===== src/rtl/bp_be_pkg.sv =====
// Shared types for the back-end thread controller: per-thread run state,
// scheduler CSR selects and scheduler mode encodings.
package bp_be_pkg;

   typedef enum logic [1:0] {
      e_thr_disabled,
      e_thr_run,
      e_thr_wait,
      e_thr_wake
   } bp_be_thread_state_e;

   typedef enum logic [1:0] {
      e_sel_enable,
      e_sel_mode,
      e_sel_override,
      e_sel_priority
   } bp_be_sched_csr_sel_e;

   localparam logic [7:0] sched_mode_rr   = 8'h00;
   localparam logic [7:0] sched_mode_sw   = 8'h01;
   localparam logic [7:0] sched_mode_prio = 8'h02;

endpackage


===== src/rtl/bp_be_thread_monitor.sv =====
// One thread's run state: holds the mwait monitor address and timeout counter
// and decides when a waiting thread is woken.
module bp_be_thread_monitor
   import bp_be_pkg::*;
#(
   parameter int paddr_width_p   = 40,
   parameter int timeout_width_p = 16,
   parameter bit reset_run_p     = 1'b0
)(
   input  logic                       clk_i,
   input  logic                       reset_i,
   input  logic                       en_set_i,
   input  logic                       en_clr_i,
   input  logic                       mwait_acc_i,
   input  logic [paddr_width_p-1:0]   mwait_addr_i,
   input  logic [timeout_width_p-1:0] mwait_timeout_i,
   input  logic                       store_v_i,
   input  logic [paddr_width_p-1:0]   store_addr_i,
   output bp_be_thread_state_e        state_o
);

   bp_be_thread_state_e          r_state;
   logic [paddr_width_p-1:0]     r_addr;
   logic [timeout_width_p-1:0]   r_cnt;
   logic                         w_hit;
   logic                         w_expire;

   // Match on the 8-byte granule: the low three address bits are shifted out.
   assign w_hit    = store_v_i && (((store_addr_i ^ r_addr) >> 3) == '0);
   assign w_expire = (r_cnt == timeout_width_p'(1));
   assign state_o  = r_state;

   always_ff @(posedge clk_i) begin
      if (!reset_i) begin
         r_state <= reset_run_p ? e_thr_run : e_thr_disabled;
         r_addr  <= '0;
         r_cnt   <= '0;
      end else if (en_clr_i) begin
         r_state <= e_thr_disabled;
      end else begin
         case (r_state)
            e_thr_disabled: if (en_set_i) r_state <= e_thr_run;
            e_thr_run: if (mwait_acc_i) begin
               r_state <= e_thr_wait;
               r_addr  <= mwait_addr_i;
               r_cnt   <= mwait_timeout_i;
            end
            e_thr_wait: begin
               if (w_hit || w_expire) r_state <= e_thr_wake;
               if (r_cnt != '0) r_cnt <= r_cnt - timeout_width_p'(1);
            end
            default: r_state <= e_thr_run;
         endcase
      end
   end

endmodule


===== src/rtl/bp_be_thread_ctrl_mt.sv =====
// Scheduler-side thread control: CSR registers, mwait acceptance, and one
// run-state monitor per hardware thread.
module bp_be_thread_ctrl_mt
   import bp_be_pkg::*;
#(
   parameter int         num_threads_gp     = 4,
   parameter int         thread_id_width_p  = 2,
   parameter int         paddr_width_p      = 40,
   parameter int         timeout_width_p    = 16,
   parameter logic [7:0] default_priority_p = 8'h80
)(
   input  logic                                 clk_i,
   input  logic                                 reset_i,
   input  logic                                 csr_w_v_i,
   input  logic [1:0]                           csr_w_sel_i,
   input  logic [thread_id_width_p-1:0]         csr_w_tid_i,
   input  logic [63:0]                          csr_w_data_i,
   input  logic [thread_id_width_p-1:0]         active_tid_i,
   input  logic                                 mwait_v_i,
   input  logic [thread_id_width_p-1:0]         mwait_tid_i,
   input  logic [paddr_width_p-1:0]             mwait_addr_i,
   input  logic [timeout_width_p-1:0]           mwait_timeout_i,
   output logic                                 mwait_ready_o,
   input  logic                                 store_v_i,
   input  logic [paddr_width_p-1:0]             store_addr_i,
   output logic [num_threads_gp-1:0]            thread_enabled_o,
   output logic [num_threads_gp-1:0]            thread_blocked_o,
   output logic [num_threads_gp-1:0][7:0]       thread_priority_o,
   output logic [7:0]                           scheduler_mode_o,
   output logic [thread_id_width_p-1:0]         scheduler_override_tid_o,
   output logic [num_threads_gp-1:0]            wake_mask_o
);

   localparam logic [63:0] lp_num_threads = 64'(num_threads_gp);

   bp_be_sched_csr_sel_e                 w_sel;
   logic [num_threads_gp-1:0]            w_run, w_mask, w_set, w_clr;
   logic                                 w_en_wr, w_acc;
   logic [7:0]                           r_mode;
   logic [thread_id_width_p-1:0]         r_override;
   logic [num_threads_gp-1:0][7:0]       r_prio;

   assign w_sel   = bp_be_sched_csr_sel_e'(csr_w_sel_i);
   assign w_en_wr = csr_w_v_i && (w_sel == e_sel_enable);
   // Thread 0 is kept alive if software writes an empty mask.
   assign w_mask  = (csr_w_data_i[num_threads_gp-1:0] == '0) ? num_threads_gp'(1)
                                                             : csr_w_data_i[num_threads_gp-1:0];
   assign w_set   = {num_threads_gp{w_en_wr}} &  w_mask;
   assign w_clr   = {num_threads_gp{w_en_wr}} & ~w_mask;

   always_comb begin
      mwait_ready_o = 1'b0;
      for (int t = 0; t < num_threads_gp; t++)
         if ((active_tid_i == thread_id_width_p'(t)) && w_run[t]) mwait_ready_o = 1'b1;
   end

   assign w_acc = mwait_v_i && mwait_ready_o && (mwait_tid_i == active_tid_i);

   for (genvar t = 0; t < num_threads_gp; t++) begin : g_thr
      bp_be_thread_state_e w_state;

      bp_be_thread_monitor #(
         .paddr_width_p   (paddr_width_p),
         .timeout_width_p (timeout_width_p),
         .reset_run_p     (t == 0)
      ) u_mon (
         .clk_i           (clk_i),
         .reset_i         (reset_i),
         .en_set_i        (w_set[t]),
         .en_clr_i        (w_clr[t]),
         .mwait_acc_i     (w_acc && (mwait_tid_i == thread_id_width_p'(t))),
         .mwait_addr_i    (mwait_addr_i),
         .mwait_timeout_i (mwait_timeout_i),
         .store_v_i       (store_v_i),
         .store_addr_i    (store_addr_i),
         .state_o         (w_state)
      );

      assign w_run[t]            = (w_state == e_thr_run);
      assign thread_enabled_o[t] = (w_state != e_thr_disabled);
      assign thread_blocked_o[t] = (w_state == e_thr_wait);
      assign wake_mask_o[t]      = (w_state == e_thr_wake);
   end

   always_ff @(posedge clk_i) begin
      if (!reset_i) begin
         r_mode     <= '0;
         r_override <= '0;
         r_prio     <= {num_threads_gp{default_priority_p}};
      end else if (csr_w_v_i) begin
         case (w_sel)
            e_sel_mode: r_mode <= csr_w_data_i[7:0];
            // Out-of-range thread ids would steer the scheduler to a nonexistent thread.
            e_sel_override: if (csr_w_data_i < lp_num_threads)
               r_override <= csr_w_data_i[thread_id_width_p-1:0];
            e_sel_priority:
               for (int t = 0; t < num_threads_gp; t++)
                  if (csr_w_tid_i == thread_id_width_p'(t)) r_prio[t] <= csr_w_data_i[7:0];
            default: ;
         endcase
      end
   end

   assign thread_priority_o        = r_prio;
   assign scheduler_mode_o         = r_mode;
   assign scheduler_override_tid_o = r_override;

endmodule


===== config.mk =====
export PLATFORM = sky130hd
export DESIGN_NAME = bp_be_thread_ctrl_mt
export DESIGN_NICKNAME = d
export VERILOG_FILES = /design/src/rtl/bp_be_pkg.sv /design/src/rtl/bp_be_thread_monitor.sv /design/src/rtl/bp_be_thread_ctrl_mt.sv
export SDC_FILE = /design/constraint.sdc
export NUM_CORES = 1
export LEC_CHECK = 0
export CORE_ASPECT_RATIO = 1.2
export CORE_MARGIN = 4
export CORE_UTILIZATION = 54
export CTS_CLUSTER_DIAMETER = 50
export DETAILED_ROUTE_END_ITERATION = 12
export GPL_ROUTABILITY_DRIVEN = 0
export PLACE_DENSITY = 0.91
export SYNTH_ARGS = -nofsm -noshare
export SYNTH_HDL_FRONTEND = slang
export SYNTH_SLANG_ARGS = --single-unit

===== constraint.sdc =====
create_clock -name clk_i -period 2.5 [get_ports clk_i]
set_input_delay 0.375 -clock clk_i [delete_from_list [all_inputs] [get_ports clk_i]]
set_output_delay 0.375 -clock clk_i [all_outputs]
set_load 0.05 [all_outputs]

# After elaboration in Yosys (flattened, before gate mapping)
# Cells that the tools add are included.
# classes
n_reduce_logical	67
n_bitwise	12
add_sub_neg	4
order_cmp	1
n_mux	34
n_eq_ne	48
# op_table
cell	count
40-bit logical NOT	4
40-bit XOR	4
16-bit two-way mux	8
16-bit case mux with 2 select lines	4
16-bit by 1-bit equality test with 1-bit output, second input constant	4
64-bit by 3-bit less-than comparator with 1-bit output, second input constant	1
16-bit nonzero test	4
16-bit by 1-bit subtractor with 16-bit output, second input constant	4
3-bit AND reduction	14
2-bit equality test, second input constant	16
2-bit two-way mux	12
2-bit by 1-bit != test with 1-bit output, second input constant	12
2-bit case mux with 3 select lines	4
2-bit by 1-bit equality test with 1-bit output, second input constant	8
2-bit logical NOT	8
4-bit AND reduction	4
2-bit nonzero test	8
1-bit logical AND	15
4-bit AND	2
2-bit != test, second input constant	4
2-bit OR reduction	4
3-bit by 1-bit != test with 1-bit output, second input constant	2
1-bit two-way mux	5
1-bit NOT	5
7 further kinds	10
# word_totals
output_inout_bits	55
inputBits	173
regBits	274

# Logic depth before layout (Yosys ltp)
# Gate-level depths: netlist (run 1).
# depth
ltp_word	12
depth_mapped	9
ltp_nobuf	8

# Cells and area by module
# From an unflattened synthesis (run 1), not the netlist that was laid out.
# unflattened
hier_cells	1719
area_unflattened_um2	13660.6
# modules_own_cells
module	seq_area_each_um2	area_each_um2	cells_per_inst	n_inst
bp_be_thread_monitor at g_thr[1].u_mon ...	1101.1	2890.3	374	3
bp_be_thread_monitor at g_thr[0].u_mon	1101.1	2989.1	379	1
bp_be_thread_ctrl_mt	840.8	2000.7	218	1

# Worst setup path before layout (run 1)
# OpenSTA, ideal clock, no wires.
# synth_timing
kind	register to register
start	register g_thr[1].u_mon.r_state[0]
end	register g_thr[1].u_mon.r_cnt[0]
path_stages_with_launch	10
n_path_buf	2
slack_ns	0.300
setup_ns	0.070
t_arrival_ns	2.130
period_less_slack_ns	2.200
path_cell_list	dfxtp_1 > inv_1 > ha_1 > clkbuf_1 > nor2_1 > nor3_1 > o21a_1 > buf_2 > o21ai_0 > a21oi_1
# synth_lines
item	line	rtl
start: declaration	bp_be_thread_monitor.sv:22	bp_be_thread_state_e r_state;
start signal: assignment	bp_be_thread_monitor.sv:35	r_state <= reset_run_p ? e_thr_run : e_thr_disabled;
start signal: assignment	bp_be_thread_monitor.sv:39	r_state <= e_thr_disabled;
start signal: assignment	bp_be_thread_monitor.sv:42	e_thr_disabled: if (en_set_i) r_state <= e_thr_run;
2-bit equality test (*)	--	
named net thread_blocked_o[1]	bp_be_thread_ctrl_mt.sv:27	output logic [num_threads_gp-1:0] thread_blocked_o,
2-bit by 1-bit != test with 1-bit output (no line) / 2-bit nonzero test (equally long branches)	--	
4-bit AND reduction (no line)	--	
end signal: assignment	bp_be_thread_monitor.sv:46	r_cnt <= mwait_timeout_i;
end signal: assignment	bp_be_thread_monitor.sv:50	if (r_cnt != '0) r_cnt <= r_cnt - timeout_width_p'(1);
end: declaration	bp_be_thread_monitor.sv:24	logic [timeout_width_p-1:0] r_cnt;
# The timed path passes the listed nets; every way through them passes the cells marked *.
# A chain may end at the register's enable or synchronous reset.

# Worst setup path after layout (run 1)
# layout_timing
start	register g_thr[1].u_mon.r_state[0]
end	output wake_mask_o[1]
# layout_between
elab_chain_len	1
# layout_rtl
item	line	rtl
2-bit equality test	bp_be_thread_ctrl_mt.sv:82	assign wake_mask_o[t] = (w_state == e_thr_wake);
end: declaration	bp_be_thread_ctrl_mt.sv:31	output logic [num_threads_gp-1:0] wake_mask_o
# Every way passes these cells.

==> impl_metrics.toml, run 1 <==
[floorplan]
die_h_um = 184.1
dieArea_mm2 = 0.02848
start_util_pct = 54.78
ios = 228
num_rows = 64
core_mm2 = 0.02546
die_w_um = 154.7

[sta]
slew_headroom_pct = 55.58
min_period_over_period_pct = 96.89
setup_violations = 0
maxSlewViolCount = 0
fin_crit_ns = 2.422
worstMarginPinSlew_ns = 0.6602
skew_ns = 0.01525
whs_ns = 0.2032
hold_viol = 0
clock.fmax_ghz = 0.4128
setup_tns_ns = 0

[setup_path]
rrSetupSlack_ns = 0.16
cp-start-kind = "flip-flop"
reg2reg_from = "g_thr[3].u_mon.r_cnt[4]"
endpoint = "wake_mask_o[1]"
worstSetupStartpoint = "g_thr[1].u_mon.state_o[0]"
crit_fanout = 4
slowest_delay_ns = 0.84
worstSetupEndpointType = "output port"
r2r_cells = 6
critPathKind = "flip-flop to output port"
crit_required_ns = 2.12
r2r_end = "g_thr[3].u_mon.r_cnt[0]"
crit_chain = "ha_1 > clkdlybuf4s50_1"
crit_slowest_cell = "clkdlybuf4s50_1"
crit_arrival_ns = 2.05

[cells_and_area]
layout.cells.non_filler = 2344
utilization_pct = 70.99
layout_common_cells = "407 x nand2_1, 262 x dfxtp_1, 211 x clkdlybuf4s50_1"
fin_nets = 2193
nFillCells = 1769
fin_area_mm2 = 0.01808
areaGrowthSynthToFinish_pct = 29.59
final_common_cell = "nand2_1"
drive_gt1_share_pct = 8.657

[global_route]
grt_start_max_net_pins = 124
gr-total-overflow = 0
grt_pass1_wl_mm = 71.12
grt_pass1_vias = 13930
antenna_found_initial = 3
track_usage_pct = 30.66

[route]
met3_length_mm = 4.386
wirelength_mm = 45.98
drc = 0
wl_met2_mm = 22.12
drt-met1-wl_mm = 16.19
highest_layer = "met4"
dr.pass1.iters = 6
wl_per_cell_um = 19.62
drt_iter0_drc = 1246
ant_nets = 0
vias_per_cell = 5.981
vias = 14020

[placed_design]
dp_cells = 2286
placed_cell_area_mm2 = 0.01709
hpwlAfterDp_mm = 32.37
io_buffers = 221

[synthesis]
ys_warn_count = 0
synthArstFlopShare_pct = 0
synth_top_area_share_pct = 37.60
syn_inst = 1737
synth.net_count = 1941
synth_edf_count = 0
synth_cell_types = 70
ys_seq_elements = 262
synth.avg_cell_area_um2 = 8.030
netlist_area_mm2 = 0.01395
synthFlopType = "dfxtp_1"
ys_seq_area_share_pct = 37.60
yosys.area.top_type = "dfxtp_1"
netlist_top_cells_area = "dfxtp_1 38%, nand2_1 11%, a21boi_0 9.1%"

[clock_network]
cts_made_buffers = 29
clk_pin_slew_worst_paths_ns = 0.06
cts_htree_levels = 1
cts.sink_count = 262
cts_tree = "built"
holdBufCountCts = 0
clk_latency_ns = 0.55
cts_root_buf = "clkbuf_16"
clockBufferDepth = 3

[worst_hold_path]
min_path_type = "input port to flip-flop"
hold_depth = 2

[run_status]
status = "finished, final reports clean"

[power_and_ir_drop]
cellPowerDensity_mw_per_mm2 = 708.4
ir_drop_mv = 0.5128
p_leak_nw = 6.926

[job]
maxCapViolCount = 0
[cells in the mapped netlist (41+ instances only)]
master	number
nand2_1	407
dfxtp_1	262
a21boi_0	170
xor2_1	97
clkbuf_1	81
nor2_1	71
o21ai_0	64
mux2i_1	59
nor4_1	53
inv_1	51
a21oi_1	41
xnor2_1	41
[critical path: cells and delay by family (launching register included)]
kind	cells	cell delay [ns]
adders and majority gates	1	0.28
DFF	1	0.39
buffers and inverters	1	0.84
[flip-flops by register name (all words and copies together) (netlist names)]
register / flops
g_thr.u_mon.r_addr: 148
scheduler_mode_o: 8
scheduler_override_tid_o: 2
g_thr.u_mon.state_o: 8
g_thr.u_mon.r_cnt: 64
thread_priority_o: 32
[worst min-delay path by stage]
stage	start	end	slack, ns
final	reset_i	thread_priority_o[7]	0.20
after global placement	g_thr[1].u_mon.r_cnt[15]	g_thr[1].u_mon.r_cnt[15]	0.44
after global routing	reset_i	thread_priority_o[7]	0.22
after CTS	reset_i	thread_priority_o[7]	0.19
after detailed placement	g_thr[1].u_mon.r_cnt[15]	g_thr[1].u_mon.r_cnt[15]	0.45
after floorplan	g_thr[1].u_mon.r_cnt[15]	g_thr[1].u_mon.r_cnt[15]	0.43
[what timing repair did]
item,in CTS,in global routing
gates resized for setup,4,3
endpoints found under the setup margin,4,32
pin swaps,0,1
setup buffers,0,2
hold endpoints to repair,0,0
cloned,0,0
[power breakdown]
part / internal (W) / switching (W)
clock network: 0.00239 / 0.00185
logic: 0.00160 / 0.00232
registers: 0.00441 / 0.000240
total: 0.00840 / 0.00441
[cells by family after synthesis]
kind of cell               share of synthesized area (%)
xor gates and xnor gates                           8.665
buffers and inverters                              4.306
muxes                                              4.638
AOI/OAI and AO/OA                                  19.08
and+or+nand+nor                                    22.93
adders and majority gates                          2.781
DFF                                                37.60
[per-stage QoR]
stage | worst slack, ns | total power, W
2_1_floorplan | 0.3003 | 0.007117
3_5_place_dp | -0.2648 | 0.008477
6_report | 0.07769 | 0.01281
5_1_grt | -0.003304 | 0.01338
3_3_place_gp | -0.2430 | 0.008337
4_1_cts | 0.02992 | 0.01268
[metal layers]
layer,up-vias,track usage (%)
li1,6463,-
met1,6564,34.31
met2,780,54.44
met3,213,4.898
met4,0,18.87
met5,-,0
[layout make-up]
cell class | count | area, µm² | area share, %
Multi-Input combinational cell | 1322 | 8135 | 45.01
Sequential cell | 262 | 5245 | 29.02
Timing Repair Buffer | 322 | 3142 | 17.38
Clock buffer | 33 | 750.7 | 4.153
Tap cell | 330 | 412.9 | 2.284
Inverter | 52 | 195.2 | 1.080
Clock inverter | 19 | 185.2 | 1.024
Antenna cell | 4 | 10.01 | 0.05537
Power figures use the tool's default switching activity.
==> inputs of run 2 (changes only) <==
Settings changed: SETUP_SLACK_MARGIN from default to 0.05.
==> impl_metrics.toml, run 2 (synthesized netlist as in run 1, its figures left out) <==
[run_status]
status = "finished, final reports clean"

[floorplan]
core_mm2 = 0.02546
ios = 228
start_util_pct = 54.78
dieArea_mm2 = 0.02848
num_rows = 64
die_w_um = 154.7
die_h_um = 184.1

[global_route]
grt_pass1_wl_mm = 71.14
track_usage_pct = 30.67
grt_pass1_vias = 13930
gr-total-overflow = 0
antenna_found_initial = 3
grt_start_max_net_pins = 124

[sta]
rsz0062_at_grt = "yes"
setup_ws_ns = 0.07738
hold_viol = 0
maxSlewViolCount = 0
setup_violations = 0
whs_ns = 0.2029
skew_ns = 0.009767
min_period_over_period_pct = 96.90
worstMarginPinSlew_ns = 0.6335
slew_headroom_pct = 57.38
clock.fmax_ghz = 0.4128
fin_crit_ns = 2.423

[route]
vias = 14040
drt_iter0_drc = 1292
dr.pass1.iters = 6
wirelength_mm = 46.22
drc = 0
ant_nets = 0
wl_per_cell_um = 19.72
vias_per_cell = 5.990

[placed_design]
dpl_worst_slack_ns = -0.2648
io_buffers = 221
hpwlAfterDp_mm = 32.37
placed_cell_area_mm2 = 0.01709

[clock_network]
cts_tree = "built"
cts.sink_count = 262
cts_root_buf = "clkbuf_16"
cts_htree_levels = 1
clk_pin_slew_worst_paths_ns = 0.06
clk_latency_ns = 0.55
clockBufferDepth = 3
cts_made_buffers = 29

[cells_and_area]
final_common_cell = "nand2_1"
areaGrowthSynthToFinish_pct = 29.72
nFillCells = 1762
largest_reg_flops = 148
drive_gt1_share_pct = 8.752
layout_common_cells = "407 x nand2_1, 262 x dfxtp_1, 211 x clkdlybuf4s50_1"
regMostFlops = "g_thr.u_mon.r_addr"
fin_nets = 2194
fin_area_mm2 = 0.01809
utilization_pct = 71.05

[power_and_ir_drop]
cellPowerDensity_mw_per_mm2 = 709.9
finalPower_w = 0.01285
cell_internal_pwr_w = 0.008412
swShare_pct = 34.51
power.net_switching_w = 0.004433
ir_drop_mv = 0.5123
p_leak_nw = 6.931
seqPwrFrac_pct = 36.2
power_frac_comb_pct = 30.8
clkPwrFrac_pct = 32.9

[setup_path]
critPathKind = "flip-flop to output port"
crit_arrival_ns = 2.05
cp-start-kind = "flip-flop"
crit_fanout = 4
worstSetupEndpointType = "output port"
crit_required_ns = 2.12

[worst_hold_path]
min_path_type = "input port to flip-flop"

[job]
maxCapViolCount = 0
[run 2: what timing repair did]
| item | in CTS | in global routing |
|---|---|---|
| cloned | 0 | 1 |
| endpoints found under the setup margin | 8 | 21 |
| hold buffers | 0 | 0 |
| gates resized for setup | 5 | 4 |
| setup buffers | 0 | 2 |
| pin swaps | 0 | 2 |
[run 2: power groups by stage]
stage	sequential, W	combinational, W	clock (W)
floorplan	0.00471	0.00241	0
global placement	0.00471	0.00363	0
detailed placement	0.00473	0.00375	0
CTS	0.00464	0.00380	0.00425
global route	0.00468	0.00431	0.00442
finish	0.00466	0.00396	0.00423
[run 2: path summary, 6_finish.rpt]
kind	startpoint	endpoint	slack [ns]	cells past startpoint
min	reset_i	thread_priority_o[7]	0.20	2
max	g_thr[1].u_mon.state_o[0]	wake_mask_o[1]	0.08	2
min reg2reg	g_thr[1].u_mon.r_cnt[15]	g_thr[1].u_mon.r_cnt[15]	0.47	2
max reg2reg	g_thr[3].u_mon.r_cnt[4]	g_thr[3].u_mon.r_cnt[11]	0.18	6
[run 2: area by class of cell]
type | count | area, µm² | share of cell area (%)
Multi-Input combinational cell | 1323 | 8152 | 45.05
Sequential cell | 262 | 5245 | 28.99
Timing Repair Buffer | 322 | 3146 | 17.38
Clock buffer | 33 | 750.7 | 4.149
Tap cell | 330 | 412.9 | 2.282
Inverter | 52 | 195.2 | 1.079
Clock inverter | 19 | 185.2 | 1.023
Antenna cell | 3 | 7.507 | 0.04149
[run 2: through the flow]
stage	instances	setup TNS [ns]
2_1_floorplan	1737	0
5_1_grt	2344	0
3_5_place_dp	2286	-2.231
3_3_place_gp	2286	-1.198
6_report	2344	0
4_1_cts	2338	0
[run 2: critical path, stage by stage (launching register included)]
cell             delay [ns]
dfxtp_1                0.39
ha_1                   0.28
clkdlybuf4s50_1        0.84
[run 2: routing by layer]
layer,wire length [µm],global-route usage (%),vias to the layer above,share of wire (%)
li1,-,-,6466,-
met1,16560,34.34,6588,36
met2,22440,54.42,783,49
met3,4013,4.898,203,8.7
met4,3207,18.87,0,6.9
met5,0,0,-,0
